--- src/rtl/block_mover_if.sv ---
// block_mover_if: bundles the playfield-array <-> block_mover signals.
//   Requests (array -> mover): gen_flag, tick, btn_left, btn_right, btn_rot, piece_sel.
//   Occupancy (array -> mover): arr0..arr11, bit c of arrR = cell (row R, column c).
//   Piece state (mover -> array): x1..x4 (rows), y1..y4 (columns), bottom_flag,
//   top_flag, active, piece_type.
// master = array side, slave = block_mover side.
interface block_mover_if;
  logic       gen_flag;
  logic       tick;
  logic       btn_left;
  logic       btn_right;
  logic       btn_rot;
  logic [2:0] piece_sel;
  logic [9:0] arr0, arr1, arr2, arr3, arr4, arr5, arr6, arr7, arr8, arr9, arr10, arr11;
  logic [3:0] x1, y1, x2, y2, x3, y3, x4, y4;
  logic       bottom_flag;
  logic       top_flag;
  logic       active;
  logic [2:0] piece_type;

  modport master (
    output gen_flag, tick, btn_left, btn_right, btn_rot, piece_sel,
    output arr0, arr1, arr2, arr3, arr4, arr5, arr6, arr7, arr8, arr9, arr10, arr11,
    input  x1, y1, x2, y2, x3, y3, x4, y4,
    input  bottom_flag, top_flag, active, piece_type
  );

  modport slave (
    input  gen_flag, tick, btn_left, btn_right, btn_rot, piece_sel,
    input  arr0, arr1, arr2, arr3, arr4, arr5, arr6, arr7, arr8, arr9, arr10, arr11,
    output x1, y1, x2, y2, x3, y3, x4, y4,
    output bottom_flag, top_flag, active, piece_type
  );
endinterface

--- src/rtl/block_mover.sv ---
// block_mover: owns the single falling tetromino. Spawns on gen_flag, applies
// gravity/left/right/rotate against the occupancy rows, and pulses bottom_flag
// (lock) or top_flag (spawn collision) for one cycle.
// Ports:
//   Clk   - system clock
//   Reset - synchronous active-high reset
//   bus   - block_mover_if.slave (requests, occupancy, cell coordinates, flags)
module block_mover #(
  parameter int SPAWN_ROW = 10,
  parameter int SPAWN_COL = 4
) (
  input logic          Clk,
  input logic          Reset,
  block_mover_if.slave bus
);

  typedef enum logic [2:0] {StIdle, StSpawnChk, StActive, StLock, StTopout} state_e;

  // 3-bit signed offset codes for the shape table
  localparam logic [2:0] M1 = 3'b111;
  localparam logic [2:0] Z0 = 3'b000;
  localparam logic [2:0] P1 = 3'b001;
  localparam logic [2:0] P2 = 3'b010;

  state_e          state_q;
  // Cell coordinates kept as 5-bit two's complement; index 0 is cell 1.
  logic [3:0][4:0] row_q, col_q;
  logic            bottom_q, top_q, active_q;
  logic [2:0]      ptype_q;

  logic [9:0]      occ [12];
  logic [2:0]      sel_m;
  logic [23:0]     shape;
  logic [3:0][4:0] spawn_row, spawn_col;
  logic [3:0][4:0] cand_row, cand_col;
  logic            move_req;
  logic            cand_ok;

  assign occ[0]  = bus.arr0;
  assign occ[1]  = bus.arr1;
  assign occ[2]  = bus.arr2;
  assign occ[3]  = bus.arr3;
  assign occ[4]  = bus.arr4;
  assign occ[5]  = bus.arr5;
  assign occ[6]  = bus.arr6;
  assign occ[7]  = bus.arr7;
  assign occ[8]  = bus.arr8;
  assign occ[9]  = bus.arr9;
  assign occ[10] = bus.arr10;
  assign occ[11] = bus.arr11;

  assign sel_m = (bus.piece_sel == 3'd7) ? 3'd0 : bus.piece_sel;

  // Spawn placement: {dr1,dc1,dr2,dc2,dr3,dc3,dr4,dc4} added to the anchor.
  always_comb begin
    shape = '0;
    unique case (sel_m)
      3'd0:    shape = {Z0, M1, Z0, Z0, Z0, P1, Z0, P2};
      3'd1:    shape = {Z0, P1, Z0, Z0, P1, Z0, P1, P1};
      3'd2:    shape = {Z0, M1, Z0, Z0, Z0, P1, P1, Z0};
      3'd3:    shape = {Z0, M1, Z0, Z0, P1, Z0, P1, P1};
      3'd4:    shape = {P1, M1, Z0, Z0, P1, Z0, Z0, P1};
      3'd5:    shape = {P1, M1, Z0, Z0, Z0, M1, Z0, P1};
      3'd6:    shape = {P1, P1, Z0, Z0, Z0, M1, Z0, P1};
      default: shape = '0;
    endcase
    for (int i = 0; i < 4; i++) begin
      spawn_row[i] = 5'(SPAWN_ROW) + {{2{shape[23-6*i]}}, shape[23-6*i -: 3]};
      spawn_col[i] = 5'(SPAWN_COL) + {{2{shape[20-6*i]}}, shape[20-6*i -: 3]};
    end
  end

  // One candidate per cycle: current cells in SPAWN_CHK, the winning action in ACTIVE.
  always_comb begin
    cand_row = row_q;
    cand_col = col_q;
    move_req = 1'b0;
    if (state_q == StActive) begin
      if (bus.tick) begin
        for (int i = 0; i < 4; i++) cand_row[i] = row_q[i] - 5'd1;
      end else if (bus.btn_rot && ptype_q != 3'd1) begin
        move_req = 1'b1;
        // Clockwise about cell 2: (dr,dc) -> (-dc,dr)
        for (int i = 0; i < 4; i++) begin
          cand_row[i] = row_q[1] - (col_q[i] - col_q[1]);
          cand_col[i] = col_q[1] + (row_q[i] - row_q[1]);
        end
      end else if (bus.btn_left) begin
        move_req = 1'b1;
        for (int i = 0; i < 4; i++) cand_col[i] = col_q[i] - 5'd1;
      end else if (bus.btn_right) begin
        move_req = 1'b1;
        for (int i = 0; i < 4; i++) cand_col[i] = col_q[i] + 5'd1;
      end
    end
  end

  always_comb begin
    cand_ok = 1'b1;
    for (int i = 0; i < 4; i++) begin
      if ($signed(cand_row[i]) < 5'sd0 || $signed(cand_row[i]) > 5'sd11 ||
          $signed(cand_col[i]) < 5'sd0 || $signed(cand_col[i]) > 5'sd9) begin
        cand_ok = 1'b0;
      end else if (occ[cand_row[i][3:0]][cand_col[i][3:0]]) begin
        cand_ok = 1'b0;
      end
    end
  end

  always_ff @(posedge Clk) begin
    if (Reset) begin
      state_q  <= StIdle;
      row_q    <= '0;
      col_q    <= '0;
      bottom_q <= 1'b0;
      top_q    <= 1'b0;
      active_q <= 1'b0;
      ptype_q  <= 3'd0;
    end else begin
      bottom_q <= 1'b0;
      top_q    <= 1'b0;
      case (state_q)
        StIdle: begin
          if (bus.gen_flag) begin
            ptype_q <= sel_m;
            row_q   <= spawn_row;
            col_q   <= spawn_col;
            state_q <= StSpawnChk;
          end
        end
        StSpawnChk: begin
          if (cand_ok) begin
            active_q <= 1'b1;
            state_q  <= StActive;
          end else begin
            top_q   <= 1'b1;
            state_q <= StTopout;
          end
        end
        StActive: begin
          if (bus.tick) begin
            if (cand_ok) begin
              row_q <= cand_row;
            end else begin
              bottom_q <= 1'b1;
              active_q <= 1'b0;
              state_q  <= StLock;
            end
          end else if (move_req && cand_ok) begin
            row_q <= cand_row;
            col_q <= cand_col;
          end
        end
        StLock:   state_q <= StIdle;
        StTopout: state_q <= StIdle;
        default:  state_q <= StIdle;
      endcase
    end
  end

  assign bus.x1          = row_q[0][3:0];
  assign bus.y1          = col_q[0][3:0];
  assign bus.x2          = row_q[1][3:0];
  assign bus.y2          = col_q[1][3:0];
  assign bus.x3          = row_q[2][3:0];
  assign bus.y3          = col_q[2][3:0];
  assign bus.x4          = row_q[3][3:0];
  assign bus.y4          = col_q[3][3:0];
  assign bus.bottom_flag = bottom_q;
  assign bus.top_flag    = top_q;
  assign bus.active      = active_q;
  assign bus.piece_type  = ptype_q;

endmodule

--- src/flat_wrapper.sv ---
// flat-port wrapper written by rule: the top's interface ports become plain ports
module block_mover_flat 
#(
  parameter int SPAWN_ROW = 10,
  parameter int SPAWN_COL = 4
)
  (Clk, Reset, bus_gen_flag, bus_tick, bus_btn_left, bus_btn_right, bus_btn_rot, bus_piece_sel, bus_arr0, bus_arr1, bus_arr2, bus_arr3, bus_arr4, bus_arr5, bus_arr6, bus_arr7, bus_arr8, bus_arr9, bus_arr10, bus_arr11, bus_x1, bus_y1, bus_x2, bus_y2, bus_x3, bus_y3, bus_x4, bus_y4, bus_bottom_flag, bus_top_flag, bus_active, bus_piece_type);
  block_mover_if bus_i ();
  input logic Clk;
  input logic Reset;
  input wire logic [$bits(bus_i.gen_flag)-1:0] bus_gen_flag;
  input wire logic [$bits(bus_i.tick)-1:0] bus_tick;
  input wire logic [$bits(bus_i.btn_left)-1:0] bus_btn_left;
  input wire logic [$bits(bus_i.btn_right)-1:0] bus_btn_right;
  input wire logic [$bits(bus_i.btn_rot)-1:0] bus_btn_rot;
  input wire logic [$bits(bus_i.piece_sel)-1:0] bus_piece_sel;
  input wire logic [$bits(bus_i.arr0)-1:0] bus_arr0;
  input wire logic [$bits(bus_i.arr1)-1:0] bus_arr1;
  input wire logic [$bits(bus_i.arr2)-1:0] bus_arr2;
  input wire logic [$bits(bus_i.arr3)-1:0] bus_arr3;
  input wire logic [$bits(bus_i.arr4)-1:0] bus_arr4;
  input wire logic [$bits(bus_i.arr5)-1:0] bus_arr5;
  input wire logic [$bits(bus_i.arr6)-1:0] bus_arr6;
  input wire logic [$bits(bus_i.arr7)-1:0] bus_arr7;
  input wire logic [$bits(bus_i.arr8)-1:0] bus_arr8;
  input wire logic [$bits(bus_i.arr9)-1:0] bus_arr9;
  input wire logic [$bits(bus_i.arr10)-1:0] bus_arr10;
  input wire logic [$bits(bus_i.arr11)-1:0] bus_arr11;
  output wire logic [$bits(bus_i.x1)-1:0] bus_x1;
  output wire logic [$bits(bus_i.y1)-1:0] bus_y1;
  output wire logic [$bits(bus_i.x2)-1:0] bus_x2;
  output wire logic [$bits(bus_i.y2)-1:0] bus_y2;
  output wire logic [$bits(bus_i.x3)-1:0] bus_x3;
  output wire logic [$bits(bus_i.y3)-1:0] bus_y3;
  output wire logic [$bits(bus_i.x4)-1:0] bus_x4;
  output wire logic [$bits(bus_i.y4)-1:0] bus_y4;
  output wire logic [$bits(bus_i.bottom_flag)-1:0] bus_bottom_flag;
  output wire logic [$bits(bus_i.top_flag)-1:0] bus_top_flag;
  output wire logic [$bits(bus_i.active)-1:0] bus_active;
  output wire logic [$bits(bus_i.piece_type)-1:0] bus_piece_type;
  assign bus_i.gen_flag = bus_gen_flag;
  assign bus_i.tick = bus_tick;
  assign bus_i.btn_left = bus_btn_left;
  assign bus_i.btn_right = bus_btn_right;
  assign bus_i.btn_rot = bus_btn_rot;
  assign bus_i.piece_sel = bus_piece_sel;
  assign bus_i.arr0 = bus_arr0;
  assign bus_i.arr1 = bus_arr1;
  assign bus_i.arr2 = bus_arr2;
  assign bus_i.arr3 = bus_arr3;
  assign bus_i.arr4 = bus_arr4;
  assign bus_i.arr5 = bus_arr5;
  assign bus_i.arr6 = bus_arr6;
  assign bus_i.arr7 = bus_arr7;
  assign bus_i.arr8 = bus_arr8;
  assign bus_i.arr9 = bus_arr9;
  assign bus_i.arr10 = bus_arr10;
  assign bus_i.arr11 = bus_arr11;
  assign bus_x1 = bus_i.x1;
  assign bus_y1 = bus_i.y1;
  assign bus_x2 = bus_i.x2;
  assign bus_y2 = bus_i.y2;
  assign bus_x3 = bus_i.x3;
  assign bus_y3 = bus_i.y3;
  assign bus_x4 = bus_i.x4;
  assign bus_y4 = bus_i.y4;
  assign bus_bottom_flag = bus_i.bottom_flag;
  assign bus_top_flag = bus_i.top_flag;
  assign bus_active = bus_i.active;
  assign bus_piece_type = bus_i.piece_type;
  block_mover #(.SPAWN_ROW(SPAWN_ROW), .SPAWN_COL(SPAWN_COL)) u_core (.Clk(Clk), .Reset(Reset), .bus(bus_i));
endmodule
--- config.mk ---
export PLATFORM = sky130hd
export DESIGN_NAME = block_mover_flat
export DESIGN_NICKNAME = d
export VERILOG_FILES = /design/src/rtl/block_mover_if.sv /design/src/rtl/block_mover.sv /design/src/flat_wrapper.sv
export SDC_FILE = /design/constraint.sdc
export NUM_CORES = 1
export LEC_CHECK = 0
export CAP_MARGIN = 20
export CORE_ASPECT_RATIO = 1.75
export CORE_MARGIN = 4
export CORE_UTILIZATION = 65
export CTS_BUF_LIST = sky130_fd_sc_hd__clkbuf_2
export DETAILED_ROUTE_END_ITERATION = 8
export DONT_BUFFER_PORTS = 1
export GPL_TIMING_DRIVEN = 0
export HOLD_SLACK_MARGIN = 0.03
export PLACE_DENSITY_LB_ADDON = 0.08
export SLEW_MARGIN = 10
export SYNTH_ARGS = -nofsm -noshare
export SYNTH_HDL_FRONTEND = slang
export SYNTH_SLANG_ARGS = --single-unit
--- constraint.sdc ---
create_clock -name Clk -period 7.9 [get_ports Clk]
set_input_delay 1.58 -clock Clk [delete_from_list [all_inputs] [get_ports Clk]]
set_output_delay 1.58 -clock Clk [all_outputs]
set_load 0.01 [all_outputs]
==> results.md, run 1 <==
* Sequential area share after synthesis at 0.0743
* Err: [ERROR GRT-0116] Global routing finished with congestion. Check the congestion regions in the DRC Viewer.
* Netlist Area Pre-Place at around 13000 um^2
* Failing step: global routing (5_1_grt)
* Number of I/O pins at 168
* Post-CTS Resized at 0
* Setup bufs post-CTS at 0
* Setup WS pre-CTS at approximately 550 ps
* GRT Total Usage at 0.781
* Mapped Cells at between 1500 and 2000
* Num CTS Buffers at 5
* Synth Register Bits at 49
* Async S/R FF share, synth at 0
* Clock sinks at 49
* Die width at 116 um
* Initial Utilization at 0.666
* Post-Syn Nets at ~2100
* Main synth FF type: dfxtp_1
* Clk buf depth at 2
* DP HPWL at 58800 um
* Port bufs at 0
* Syn Area/Cell at 7.12 um^2
* Core Rows at 68
* Cell Area, Placed at 13500 um^2
* Warnings from Yosys at 0
* Area leader, netlist: dfxtp_1
* GPL Wtd Cong at 1.25
* Status: did not finish
* Synth cell types at around 110
* Post-synth top area share at 0.0743
* Synth area leaders: dfxtp_1, mux2i_1, a21oi_1, nand2_1, ha_1
* Largest net degree at the start of global routing at 16
* EDFF count, synth at 0
* H-tree Lvls at 2
* First-pass GRT wire length at about 140000 um
* Vert. Die Dim at 197 um
* CTS hold repair buffers at 0
* Vias in the first global route at 19500
* Root Driver: clkbuf_2
* Grt total ovfl at around 470
==> synthesized netlist by cell type, drive strengths merged, types with 41 or more instances <==
library cell and number:
nor2 72, clkbuf 74, inv 96, nand2 196
a31oi 41, dfxtp 49, mux2i 93, ha 57
buf 133, a21oi 158, nand3 90, nor3 71
o21ai 68, o211ai 43
==> per-stage QoR <==
step,util,std cells
floorplan,-,1855
detailed placement,0.683,2104
global placement,0.681,2100
CTS,0.685,2112
==> logic make-up after synthesis <==
kind of cell    after synthesis  synth area share
buf+inv                     303             0.114
simple gates                633             0.257
compound gates              638             0.347
flops                        49            0.0743
xor+xnor                     46            0.0305
fa+ha+maj                    83            0.0934
mux                         103            0.0833
==> per-layer routing <==
metal / overflow / global-route usage
met4: 166 / 0.798
met3: 17 / 0.588
met5: 0 / 0.200
met2: 280 / 0.973
met1: 8 / 0.772
==> run 2, diff against run 1 <==
- CORE_ASPECT_RATIO: 1.75 -> default
- CORE_UTILIZATION: 65 -> 40
- CTS_BUF_LIST: sky130_fd_sc_hd__clkbuf_2 -> default
- HOLD_SLACK_MARGIN: 0.03 -> default
- PLACE_DENSITY_LB_ADDON: 0.08 -> 0.15
==> run 2 against run 1 <==
  * The flow now finishes without violations
  * Synthesized cell count unchanged
  * Area after synthesis is the same
==> results.md, run 2 <==
* Number of I/O pins at 168
* Drt pass-1 iters at 8
* Warnings from Yosys at 0
* Leak at about 5.4 nW
* List of most frequent post-synthesis cells: nand2_1, a21oi_1, inv_1, mux2i_1, nand3_1
* Area grow syn2layout at 6.38%
* Grt total ovfl at 0
* Async S/R FF share, synth at 0
* Final hold slack at 552 ps
* Critical path arrival at 8020 ps
* Final WL at 86100 um
* Total Nets Final at 2082
* Status: finished clean
* Vias/cell at 7.45
* Top-count cell post-synth: nand2_1
* Commonest non-fill, non-tap cells in the layout: nand2_1, a21oi_1, inv_1
* Largest net degree at the start of global routing at 16
* HP Class: reg2reg
* Clk buf depth at 2
* CTS hold repair buffers at 0
* Mapped Cells at 1855
* CTS tree: yes
* H-tree Lvls at 2
* Worst slew pin tran at 1200 ps
* Initial Utilization at 0.406
* Synth cell types at 111
* Crit path required time at between 8000 and 9000 ps
* Final Slew Violations at 0
* Final hold vios at 0
* Clock Latency Late Sink at 310 ps
* Drt drc at 0
* Crit-path max FO at 10
* Max VDD drop at 0.120 mV
* Synth Register Bits at roughly 50
* EDFF count, synth at 0
* Ratio of cells with drive above 1 in the final layout at 0.118
* First-pass GRT wire length at 120000 um
* GPL Wtd Cong at 1.10
* Via count at 17200
* Critical Path Start: u_core.bus.x4[0]
* Sequential area share after synthesis at 0.0743
* Post-layout util at 0.432
* Worst Skew at 10.9 ps
* GRT Total Usage at 0.455
* Post-synth top area share at 0.0743
* Area leader, netlist: dfxtp_1
* Vert. Die Dim at approximately 190 um
* Synth area leaders: dfxtp_1, mux2i_1, a21oi_1, nand2_1, ha_1
* Root Driver: clkbuf_16
* DP HPWL at a little under 70000 um
* Initial drt markers at 2700
* Port bufs at 0
* Setup bufs post-CTS at 0
* Vias in the first global route at 15700
* Most common cell after layout, fill and taps aside: nand2_1
* Core Rows at 66
* Netlist Area Pre-Place at 13200 um^2
* Die width at 190 um
* MaxCap Viol Count at 0
* Period utilization at 0.995
* Post-Syn Nets at 2068
* Critical path class: reg2reg
* Initial antenna violation count at 6
* Setup violators final at 0
* Clock slew at reported path FFs at 70 ps
* Die Area at 36000 um^2
* Num CTS Buffers at 5
* Max Fclk at 0.127 GHz
* RSZ-0062 raised after global routing: no
* Drt wl/cell at 37.2 um
* Core ar. at 32500 um^2
* Hold_sp: u_core.col_q[4]
* PwrDens at 143 nW/um^2
* Clock sinks at 49
* Relative slew slack at 0.198
* Min cycle time layout at 7860 ps
* Fillers at around 3500
* Endpoint type of the worst setup path: register
* Critical path launch point type: register
* Reg2Reg Launch Point: u_core.bus.x4[0]
* Routed Antenna Nets at 0
* Syn Area/Cell at 7.12 um^2
* Main synth FF type: dfxtp_1
==> run 2: cell counts after synthesis <==
No cell type changed its count.
==> run 2: timing repair <==
action                                  4_1_cts  5_1_grt
resized for setup                             0        2
endpoints found under the hold margin         0        0
endpoints found under the setup margin        0       26
==> run 2: through the flow <==
step / power (mW) / setup TNS [ps] / setup WS [ps] / instance area (um^2) / cells
5_1_grt: 2.08 / 0 / 164 / 14000 / 2312
2_1_floorplan: 1.19 / 0 / 2870 / 13200 / 1855
3_5_place_dp: 1.65 / 0 / 346 / 13800 / 2303
4_1_cts: 1.94 / 0 / 322 / 14000 / 2311
6_report: 2.01 / 0 / 43.3 / 14000 / 2313
3_3_place_gp: 1.64 / -1000 / -135 / 13800 / 2297
==> run 2: logic make-up after synthesis <==
kind of cell / synth area share
AO/OA/AOI/OAI: 0.347
AND/OR/NAND/NOR: 0.257
buffers and inverters: 0.114
multiplexers: 0.0833
adder cells (fa/ha/maj): 0.0934
flip-flops: 0.0743
XOR/XNOR: 0.0305
==> run 2: path summary, 6_finish.rpt <==
path,endpoint,slack [ps],cells after the start
min reg2reg,u_core.col_q[4],550,1
min,u_core.col_q[4],550,1
max reg2reg,u_core.bus.x3[3],40,20
max,u_core.bus.x3[3],40,20
==> run 2: layout make-up <==
type / count / area [um^2] / area share
plain buffers: 207 / 1150 / 0.0818
inverters: 96 / 360 / 0.0257
flip-flops and latches: 49 / 981 / 0.0698
multi-input cells: 1503 / 10700 / 0.765
well taps: 442 / 553 / 0.0394
clock inverters: 3 / 65.1 / 0.00463
repair buffers: 7 / 63.8 / 0.00454
diodes: 1 / 2.50 / 0.000178
clock buffers: 5 / 125 / 0.00891
==> run 2: power by group <==
| group | internal [mW] | total [mW] | switching [mW] |
|---|---|---|---|
| registers | 0.262 | 0.306 | 0.0448 |
| logic | 0.482 | 1.40 | 0.921 |
| clock network | 0.182 | 0.297 | 0.115 |
==> run 2: critical path: stages, from the launching register on <==
cell	delay, ps
dfxtp_1	400
buf_2	250
inv_1	180
clkbuf_1	350
clkbuf_1	610
clkbuf_1	710
clkbuf_2	490
ha_1	390
o22ai_1	150
a221oi_2	660
clkbuf_1	710
o21ai_1	480
buf_6	280
o32ai_1	430
o31ai_1	210
a41oi_1	490
a31oi_4	120
and4b_1	210
buf_4	190
o221ai_2	240
o31ai_1	120
==> run 2: metal layers <==
metal	global-route usage	wire [um]
met2	0.693	36100
met3	0.123	10500
met5	0	33
met1	0.551	31100
met4	0.334	8360
No activity file was read; power rests on OpenSTA's default activity.
==> run 3, diff against run 2 <==
- CORE_UTILIZATION: 40 -> 46
- PLACE_DENSITY_LB_ADDON: 0.15 -> 0.2
==> run 3 against run 2 <==
  * Clock power fell by 9.4%
  * Critical path depth is 1 higher
  * Fmax is 0.32% higher
  * Critical endpoint is now u_core.bus.x4[0]
  * Worst setup slack gained 25 ps
  * Non-clock buffer count is 3 lower
  * Clock skew rose by 1.9 ps
  * Core utilization increased by 6.5 points
  * Die area is 13% lower
  * Via count increased by 1.1%
==> results.md, run 3 (same netlist as run 2, synthesis figures left out) <==
* Status: finished clean
* Clock Latency Late Sink at around 310 ps
* Via count at 17400
* GRT Total Usage at 0.481
* Setup WS pre-CTS at a little under 800 ps
* Number of I/O pins at around 170
* RSZ-0062 raised after global routing: no
* Clk buf depth at 2
* Reg2reg path depth at 21
* Most frequent cell on the critical path: clkbuf_1
* Final Slew Violations at 0
* Clock slew at reported path FFs at 80 ps
* Max Fclk at 0.128 GHz
* Grt total ovfl at 0
* Cell Area, Placed at about 14000 um^2
* Placed Cells at around 2200
* Reg2Reg Launch Point: u_core.bus.x4[0]
* Max VDD drop at 0.0859 mV
* Drt drc at 0
* Most common cell after layout, fill and taps aside: nand2_1
* Die width at 177 um
* Setup ws final at 68.1 ps
* Commonest non-fill, non-tap cells in the layout: nand2_1, a21oi_1, inv_1
* Post-layout util at 0.496
* GPL Wtd Cong at 1.12
* PwrDens at 141 nW/um^2
* Critical path arrival at 8060 ps
* MaxCap Viol Count at 0
* CP max stage delay at between 700 and 800 ps
* Post-route cell area at 13900 um^2
* Die Area at roughly 31000 um^2
* Ratio of cells with drive above 1 in the final layout at 0.115
* Initial drt markers at 3212
* Drt pass-1 iters at 7
* Buf/Inv on CP at 8
* Num CTS Buffers at 5
* Pwr Total at 1.96 mW
* Critical path class: reg2reg
* Final WL at between 70000 and 80000 um
* Endpoint type of the worst setup path: register
* FF-to-FF End: u_core.bus.x4[0]
* CTS hold repair buffers at 0
* Hold path cells at 2
* Initial Utilization at 0.471
* DP HPWL at 62500 um
* Crit-path max FO at 10
* Core Rows at 61
* Clock sinks at 49
* Crit-path cells: buf_2 > inv_1 > clkbuf_1 > clkbuf_1 > clkbuf_1 > clkbuf_2 > ha_1 > nand3b_1 > o22ai_1 > a221oi_2 > clkdlybuf4s15_1 > nor3_1 > buf_2 > o221ai_1 > a41oi_1 > o31ai_1 > a41oi_1 > a31oi_4 > nand4b_4 > nand2_2 > a221oi_2
* Met3 wire len at 14600 um
* Largest net degree at the start of global routing at 16
* Final TNS setup at 0 ps
* HP Class: reg2reg
* Critical path launch point type: register
* Uppermost layer routed: met5
* H-tree Lvls at 2
* Setup violators final at 0
* Area grow syn2layout at 5.27%
* CTS tree: yes
* Port bufs at 0
* Relative slew slack at 0.114
* Crit-path leading delay family: buffers and inverters
* Setup bufs post-CTS at 0
* Root Driver: clkbuf_16
* First-pass GRT wire length at 112000 um
* Drt wl/cell at 35.3 um
* Register-to-register setup slack at between 60 and 70 ps
* Period utilization at 0.991
* Met2 Routed Length at 29700 um
* Vias in the first global route at 15700
* Initial antenna violation count at 9
* Hold EP: u_core.bus.x1[3]
* Critical Path Slowest Stage Cell: clkdlybuf4s15_1
* Final Non-Filler Cells at 2248
* Worst Skew at 12.8 ps
* Post-CTS Resized at 0
* Vias/cell at 7.75
* Routed Antenna Nets at 0
* Wire length on met1 at 30100 um
* Total Nets Final at 2079
* Leak at ~5.3 nW
* Final hold vios at 0
* Worst slew pin tran at roughly 1300 ps
* Final hold slack at 549 ps
* Min cycle time layout at around 7800 ps
* Crit path required time at 8130 ps
* Vert. Die Dim at 177 um
* Hold_sp: u_core.bus.x1[3]
* Core ar. at 28000 um^2
-- run 3: cell types whose count changed in the layout (fill, tap and decap cells not counted), moves of 2 or more --
cell,before,now
o21ai_1,11,9
buf_2,55,58
o21ai_0,56,58
diode_2,1,4
buf_4,54,51
buf_6,16,13
-- run 3: layer usage --
metal / global-route usage / vias up
met1: 0.651 / 8233
met4: 0.203 / 6
met5: 0 / -
li1: - / 7088
met3: 0.231 / 364
met2: 0.645 / 1726
-- run 3: worst max path at each step --
stage                      from                to  slack [ps]  depth (start not counted)
3_3_place_gp   u_core.bus.x4[0]  u_core.bus.x4[0]         120                         20
2_1_floorplan          bus_tick  u_core.bus.x4[0]        2870                         18
3_5_place_dp   u_core.bus.x4[0]  u_core.bus.x4[0]         780                         19
6_report       u_core.bus.x4[0]  u_core.bus.x4[0]          70                         21
4_1_cts        u_core.bus.x4[0]  u_core.bus.x3[0]         740                         19
5_1_grt        u_core.bus.x4[0]  u_core.bus.x3[1]         180                         21
-- run 3: layout make-up --
cell class | instances | area (um^2)
well taps | 378 | 473
diodes | 4 | 10.0
inverters | 96 | 360
plain buffers | 207 | 1150
repair buffers | 4 | 22.5
clock inverters | 2 | 38.8
clock buffers | 5 | 125
fillers | 2844 | 14100
flip-flops and latches | 49 | 981
multi-input cells | 1503 | 10700
-- run 3: power by group --
part           internal [mW]  total, mW  switching, mW
clock network          0.150      0.269          0.119
registers              0.262      0.304         0.0427
logic                  0.476       1.38          0.907
total                  0.888       1.96           1.07
-- run 3: worst register-to-register path, delay by kind of cell (launching register included) --
| kind | cells | cell delay [ps] |
|---|---|---|
| fa+ha+maj | 1 | 350 |
| flops | 1 | 430 |
| simple gates | 4 | 1200 |
| compound gates | 8 | 2250 |
| buf+inv | 8 | 3500 |
